### config.mk
export PLATFORM = sky130hd
export DESIGN_NAME = fpp_op_arbiter
export DESIGN_NICKNAME = d
export VERILOG_FILES = /design/src/rtl/fpp_ctrl_pkg.sv /design/src/rtl/fpp_rr_arb2.sv /design/src/rtl/fpp_op_arbiter.sv
export SDC_FILE = /design/constraint.sdc
export NUM_CORES = 1
export LEC_CHECK = 0
export ABC_CLOCK_PERIOD_IN_PS = 1650
export CORE_MARGIN = 2
export CORE_UTILIZATION = 41
export CTS_CLUSTER_SIZE = 12
export DETAILED_ROUTE_END_ITERATION = 10
export PLACE_DENSITY = 0.76
export RECOVER_POWER = 50
export REMOVE_ABC_BUFFERS = 1
export SKIP_CTS_REPAIR_TIMING = 1
export SLEW_MARGIN = 20
export SYNTH_ARGS = -nofsm -noshare
export SYNTH_HDL_FRONTEND = slang
export SYNTH_HIERARCHICAL = 1
export SYNTH_SLANG_ARGS = --single-unit
### constraint.sdc
create_clock -name clk -period 1.65 [get_ports clk]
set_input_delay 0.33 -clock clk [delete_from_list [all_inputs] [get_ports clk]]
set_output_delay 0.33 -clock clk [all_outputs]
set_load 0.05 [all_outputs]
### src/rtl/fpp_ctrl_pkg.sv
// ---------------------------------------------------------------------------
// fpp_ctrl_pkg
// Shared types and constants for the floating-point processor operation
// arbiter: sequencer state encoding, the opcode driven while no operation is
// active, the result reported for an abandoned operation, and the opcode
// field positions.
// ---------------------------------------------------------------------------
package fpp_ctrl_pkg;

   // Operation sequencer states.
   typedef enum logic [1:0] {
      ST_IDLE  = 2'd0,
      ST_ISSUE = 2'd1,
      ST_WAIT  = 2'd2,
      ST_RESP  = 2'd3
   } fpp_state_e;

   // Opcode presented to the processor when no operation is in flight.
   localparam logic [7:0]  IDLE_OPCODE_DEF = 8'h00;

   // Result returned with err=1 when the processor never completes.
   localparam logic [15:0] TIMEOUT_RESULT  = 16'hFFFF;

   // Opcode layout: function[7:4], source[3:2], destination[1:0].
   localparam int OP_FUNC_HI = 7;
   localparam int OP_FUNC_LO = 4;
   localparam int OP_SRC_HI  = 3;
   localparam int OP_SRC_LO  = 2;
   localparam int OP_DST_HI  = 1;
   localparam int OP_DST_LO  = 0;

   // Extract the function field of an opcode.
   function automatic logic [3:0] op_func(input logic [7:0] op);
      return op[OP_FUNC_HI:OP_FUNC_LO];
   endfunction

endpackage

### src/rtl/fpp_rr_arb2.sv
// ---------------------------------------------------------------------------
// fpp_rr_arb2
// Two-way round-robin selector. When enabled and at least one request is
// high it names a winner; with both high the requester not granted last
// wins. The pointer moves past the winner whenever a grant is issued.
//
// Ports
//   clk        clock, rising edge
//   rst        asynchronous active-low reset (pointer favours requester 0)
//   req_i      request vector, bit N = requester N
//   arb_en_i   arbitration allowed this cycle
//   gnt_vld_o  a winner is selected this cycle
//   gnt_idx_o  index of the winner (valid with gnt_vld_o)
// ---------------------------------------------------------------------------
module fpp_rr_arb2 (
   input  logic       clk,
   input  logic       rst,
   input  logic [1:0] req_i,
   input  logic       arb_en_i,
   output logic       gnt_vld_o,
   output logic       gnt_idx_o
);

   // ptr_q names the requester that wins a tie.
   logic ptr_q;
   logic ptr_d;

   always_comb begin
      gnt_vld_o = arb_en_i & (|req_i);
      gnt_idx_o = 1'b0;
      if (&req_i) begin
         gnt_idx_o = ptr_q;
      end else begin
         gnt_idx_o = req_i[1];
      end
      ptr_d = ptr_q;
      if (gnt_vld_o) begin
         ptr_d = ~gnt_idx_o;
      end
   end

   always_ff @(posedge clk or negedge rst) begin
      if (!rst) begin
         ptr_q <= 1'b0;
      end else begin
         ptr_q <= ptr_d;
      end
   end

endmodule

### src/rtl/fpp_op_arbiter.sv
// ---------------------------------------------------------------------------
// fpp_op_arbiter
// Grants the 16-bit floating-point processor to one of two requesters,
// sequences the operation (ISSUE -> WAIT -> RESP), controls the shared data
// bus and returns result / timeout status to the granted requester.
//
// Handshake: a requester holds reqN high until gntN pulses for one cycle;
// at that point opN/wdataN have been latched and may change. doneN pulses
// for one cycle when the operation ends; rdata and err are valid in that
// cycle and hold until the next completion. A reqN still high in IDLE
// after its doneN is a fresh request.
//
// Ports
//   clk, rst            clock (rising edge), async active-low reset
//   req0/1, op0/1       requests and opcodes (func[7:4] src[3:2] dst[1:0])
//   wdata0/1            operand driven onto the processor bus at ISSUE
//   gnt0/1, done0/1     one-cycle grant / completion pulses
//   rdata, err          result and timeout flag, valid with doneN
//   busy                high in every state except IDLE
//   fpp_opcode          opcode to the processor
//   fpp_bus_out/_oe     bus drive value and tristate enable
//   fpp_bus_in          sampled processor bus
//   fpp_flag            processor is driving the bus
//   fpp_done            processor finished (pulse)
//   dbg_state_o         current sequencer state
// ---------------------------------------------------------------------------
module fpp_op_arbiter
   import fpp_ctrl_pkg::*;
#(
   parameter int unsigned TIMEOUT     = 64,
   parameter logic [7:0]  IDLE_OPCODE = IDLE_OPCODE_DEF
) (
   input  logic        clk,
   input  logic        rst,
   input  logic        req0,
   input  logic        req1,
   input  logic [7:0]  op0,
   input  logic [7:0]  op1,
   input  logic [15:0] wdata0,
   input  logic [15:0] wdata1,
   output logic        gnt0,
   output logic        gnt1,
   output logic        done0,
   output logic        done1,
   output logic [15:0] rdata,
   output logic        err,
   output logic        busy,
   output logic [7:0]  fpp_opcode,
   output logic [15:0] fpp_bus_out,
   output logic        fpp_bus_oe,
   input  logic [15:0] fpp_bus_in,
   input  logic        fpp_flag,
   input  logic        fpp_done,
   output fpp_state_e  dbg_state_o
);

   localparam int            TW        = $clog2(TIMEOUT + 1);
   localparam logic [TW-1:0] TIMER_MAX = TW'(TIMEOUT);

   fpp_state_e    state_q,   state_d;
   logic          owner_q,   owner_d;
   logic [15:0]   result_q,  result_d;
   logic [TW-1:0] timer_q,   timer_d;
   logic          gnt0_q,    gnt0_d;
   logic          gnt1_q,    gnt1_d;
   logic          done0_q,   done0_d;
   logic          done1_q,   done1_d;
   logic [15:0]   rdata_q,   rdata_d;
   logic          err_q,     err_d;
   logic          busy_q,    busy_d;
   logic [7:0]    opcode_q,  opcode_d;
   logic [15:0]   bus_out_q, bus_out_d;

   logic arb_vld;
   logic arb_idx;

   fpp_rr_arb2 u_arb (
      .clk       (clk),
      .rst       (rst),
      .req_i     ({req1, req0}),
      .arb_en_i  (state_q == ST_IDLE),
      .gnt_vld_o (arb_vld),
      .gnt_idx_o (arb_idx)
   );

   always_comb begin
      state_d   = state_q;
      owner_d   = owner_q;
      result_d  = result_q;
      timer_d   = timer_q;
      gnt0_d    = 1'b0;
      gnt1_d    = 1'b0;
      done0_d   = 1'b0;
      done1_d   = 1'b0;
      rdata_d   = rdata_q;
      err_d     = err_q;
      opcode_d  = opcode_q;
      bus_out_d = bus_out_q;

      case (state_q)
         ST_IDLE: begin
            if (arb_vld) begin
               state_d   = ST_ISSUE;
               owner_d   = arb_idx;
               gnt0_d    = ~arb_idx;
               gnt1_d    = arb_idx;
               opcode_d  = arb_idx ? op1 : op0;
               bus_out_d = arb_idx ? wdata1 : wdata0;
            end
         end

         ST_ISSUE: begin
            state_d = ST_WAIT;
            timer_d = '0;
         end

         ST_WAIT: begin
            // Last value the processor drove wins, including the value
            // present on the same edge as fpp_done.
            if (fpp_flag) begin
               result_d = fpp_bus_in;
            end
            // fpp_done outranks a timeout landing on the same cycle.
            if (fpp_done) begin
               state_d  = ST_RESP;
               done0_d  = ~owner_q;
               done1_d  = owner_q;
               rdata_d  = result_d;
               err_d    = 1'b0;
               opcode_d = IDLE_OPCODE;
            end else if (timer_q == TIMER_MAX) begin
               state_d  = ST_RESP;
               done0_d  = ~owner_q;
               done1_d  = owner_q;
               result_d = TIMEOUT_RESULT;
               rdata_d  = TIMEOUT_RESULT;
               err_d    = 1'b1;
               opcode_d = IDLE_OPCODE;
            end else begin
               timer_d = timer_q + TW'(1);
            end
         end

         ST_RESP: begin
            state_d = ST_IDLE;
         end

         default: begin
            state_d  = ST_IDLE;
            opcode_d = IDLE_OPCODE;
         end
      endcase

      busy_d = (state_d != ST_IDLE);
   end

   always_ff @(posedge clk or negedge rst) begin
      if (!rst) begin
         state_q   <= ST_IDLE;
         owner_q   <= 1'b0;
         result_q  <= '0;
         timer_q   <= '0;
         gnt0_q    <= 1'b0;
         gnt1_q    <= 1'b0;
         done0_q   <= 1'b0;
         done1_q   <= 1'b0;
         rdata_q   <= '0;
         err_q     <= 1'b0;
         busy_q    <= 1'b0;
         opcode_q  <= IDLE_OPCODE;
         bus_out_q <= '0;
      end else begin
         state_q   <= state_d;
         owner_q   <= owner_d;
         result_q  <= result_d;
         timer_q   <= timer_d;
         gnt0_q    <= gnt0_d;
         gnt1_q    <= gnt1_d;
         done0_q   <= done0_d;
         done1_q   <= done1_d;
         rdata_q   <= rdata_d;
         err_q     <= err_d;
         busy_q    <= busy_d;
         opcode_q  <= opcode_d;
         bus_out_q <= bus_out_d;
      end
   end

   // Bus enable is decoded from state so that reset releases the bus at
   // once, and so that the arbiter backs off in the same cycle the
   // processor raises fpp_flag.
   assign fpp_bus_oe  = (state_q == ST_ISSUE) ||
                        ((state_q == ST_WAIT) && !fpp_flag);

   assign gnt0        = gnt0_q;
   assign gnt1        = gnt1_q;
   assign done0       = done0_q;
   assign done1       = done1_q;
   assign rdata       = rdata_q;
   assign err         = err_q;
   assign busy        = busy_q;
   assign fpp_opcode  = opcode_q;
   assign fpp_bus_out = bus_out_q;
   assign dbg_state_o = state_q;

endmodule

==> impl_metrics.yaml <==
place:
  dpl_worst_slack_ns: -0.427
  port_buffers: 118
  dp.cells: 577
  gp_congestion: 0.853
  hpwl_um: 6270
timing:
  setup_slack_ns: -0.0239
  drv_slew: 0
  tightest_slew_ns: 0.988
  hold_viol_final: 0
  worst_hold_slack_ns: 0.297
  fin_crit_ns: 1.67
  finalClockSkew_ns: 0.0179
  max-slew-margin-rel: 0.341
  setup_violations: 6
  period_share: 1.01
  timing.fmax_mhz: 597
  rsz0062_at_grt: "true"
global_routing:
  use_met1: 0.241
  grt_pass1_wl_um: 14500
  grtUsageMet2: 0.303
  grt_max_degree: 74
  grt-ovfl-total: 0
  antenna_found_initial: 0
  globalRouteTotalUtil: 0.186
  grt_pass1_vias: 2996
  grt_util_met3: 0.0453
  gr-max-usage-layer: "met2"
setup_path:
  crit_type: "reg2reg"
  end_kind: "flop"
  critPathMaxFanout: 8
  required_ns: 1.88
  worstSetupStartpointType: "flop"
  cp.arrival_ns: 1.90
clock_tree:
  cts_buffer_depth: 2
  numCtsBuffers: 9
  cts-root-buf: "clkbuf_8"
  clk_pin_slew_ns: 0.07
  clk_latency_ns: 0.34
  cts.sinks: 73
  h-tree-depth: 3
  cts_tree: "yes"
synthesis:
  ys_ff_latch: 73
  synthCells: 344
  synth_simple_gate_area_frac: 0.103
  synthAdderAreaFrac: 0.0176
  synthDistinctLibCells: 42
  yosysSeqAreaShare: 0.513
  synth_top_family_by_area: "compound AO/OA/AOI/OAI gates"
  syn_area_um2: 3560
  syn_area_per_cell_um2: 10.4
  async_reset_ff_frac: 1.00
  synth_warnings: 6
  synth_compound_area_frac: 0.177
  synthMuxAreaShare: 0.126
  synth_top_flop_cell: "dfrtp_1"
  synth_xor_area_frac: 0.00492
  synth_edf_count: 0
layout:
  final_common_cell: "buf_4"
  stdcell_count: 601
  drive_gt1_frac: 0.302
  fin_util: 0.625
  final_cell_mix: "74 x buf_4, 73 x dfrtp_1, 67 x clkdlybuf4s50_1"
  antenna-diode-count: 0
  syn_to_final_growth_pct: 49.9
  fin_nets: 564
power_and_ir_drop:
  p_leak_nw: 2.48
  vdd_drop_max_v: 0.000864
  power.density_nw_per_um2: 2000
die:
  io_pins: 119
  die_area_um2: 9450
  initial_core_util: 0.417
  core_area_um2: 8550
  die_h_um: 97.2
  rows: 34
  fp.dieW_um: 97.2
route:
  viasPerCell: 5.17
  drtIter0Drc: 112
  ant_nets: 0
  dr.pass1.iters: 4
  remaining_drc_errors: 0
  vias: 3109
  wl_per_cell_um: 14.9
  wl_um: 8950
status:
  status: "finished, violations left"
  violations: "negative setup slack"
worst_hold_path:
  hold_class: "in2async"
flow_run:
  cap_viol_max_count: 0
[layer usage]
| layer | routed length, um | share of wire |
|---|---|---|
| met1 | 3880 | 0.43 |
| met4 | 161 | 0.018 |
| met2 | 4400 | 0.49 |
| met5 | 0 | 0 |
| met3 | 517 | 0.058 |
[critical path, stage by stage, from the launching register on]
cell	delay [ns]
dfrtp_1	0.37
inv_2	0.07
buf_4	0.14
ha_4	0.17
o21a_4	0.13
and3b_2	0.28
a22o_1	0.23
a21o_2	0.18
[logic make-up after synthesis]
| family | count (synthesis) |
|---|---|
| flops | 73 |
| simple gates | 79 |
| compound gates | 94 |
| buf+inv | 48 |
| fa+ha+maj | 5 |
| xor+xnor | 2 |
| mux | 43 |
[stage by stage]
step	setup TNS (ns)	cell area (um2)	power (mW)
floorplan	-58.19	3450	6.85
global placement	-8.76	4990	8.85
detailed placement	-10.13	4990	9.03
CTS	-1.84	5150	10.3
global route	-0.604	5340	11.4
finish	-0.0439	5340	10.7
[path summary, 6_finish.rpt]
check | startpoint | to | cells past startpoint | slack (ns)
worst max-delay path | dbg_state_o[0]$_DFF_PN0_ | fpp_opcode[7]$_DFFE_PN0P_ | 7 | -0.02
worst min-delay path | rst | rdata[12]$_DFFE_PN0P_ | 2 | 0.30
worst max register to register | dbg_state_o[0]$_DFF_PN0_ | fpp_opcode[7]$_DFFE_PN0P_ | 7 | -0.02
worst min register to register | owner_q$_DFFE_PN0P_ | done0$_DFF_PN0_ | 1 | 0.46
max in group asynchronous | rst | timer_q[0]$_DFFE_PN0P_ | 2 | 0.72
min in group clk | req0 | u_arb/ptr_q$_DFFE_PN0P_ | 3 | 0.44
[flip-flops by register name, summed over array words and instances (netlist names), 2 cells and up]
name         cells
dbg_state_o      2
fpp_bus_out     16
rdata           16
result_q        16
timer_q          7
fpp_opcode       8
[final cells by class]
type                       instances  area (um2)
tap                              108         135
clock inverter                     3        17.5
sequential                        73        1830
multi-input combinational        223        1640
clock buffer                      12         145
inverter                          26         105
fill                             713        3210
timing repair buffer             156        1470
[Yosys cell counts, drive strengths merged (3+ instances only)]
master,number,share of area
nand2,25,0.026
mux2i,27,0.076
inv,26,0.027
ha,5,0.018
clkbuf,7,0.0074
dfrtp,73,0.51
a21o,9,0.022
nor2,36,0.039
buf,15,0.024
a21oi,22,0.032
a31oi,10,0.018
o21ai,17,0.024
o22ai,12,0.021
mux2,16,0.051
a221oi,8,0.020
nand2b,3,0.0053
a22o,8,0.020
[where the power goes]
group / internal, mW / switching [mW] / total, mW
clock: 0.575 / 0.628 / 1.20
combinational: 2.54 / 3.81 / 6.35
sequential: 2.59 / 0.555 / 3.14
No activity file was read; power rests on OpenSTA's default activity.
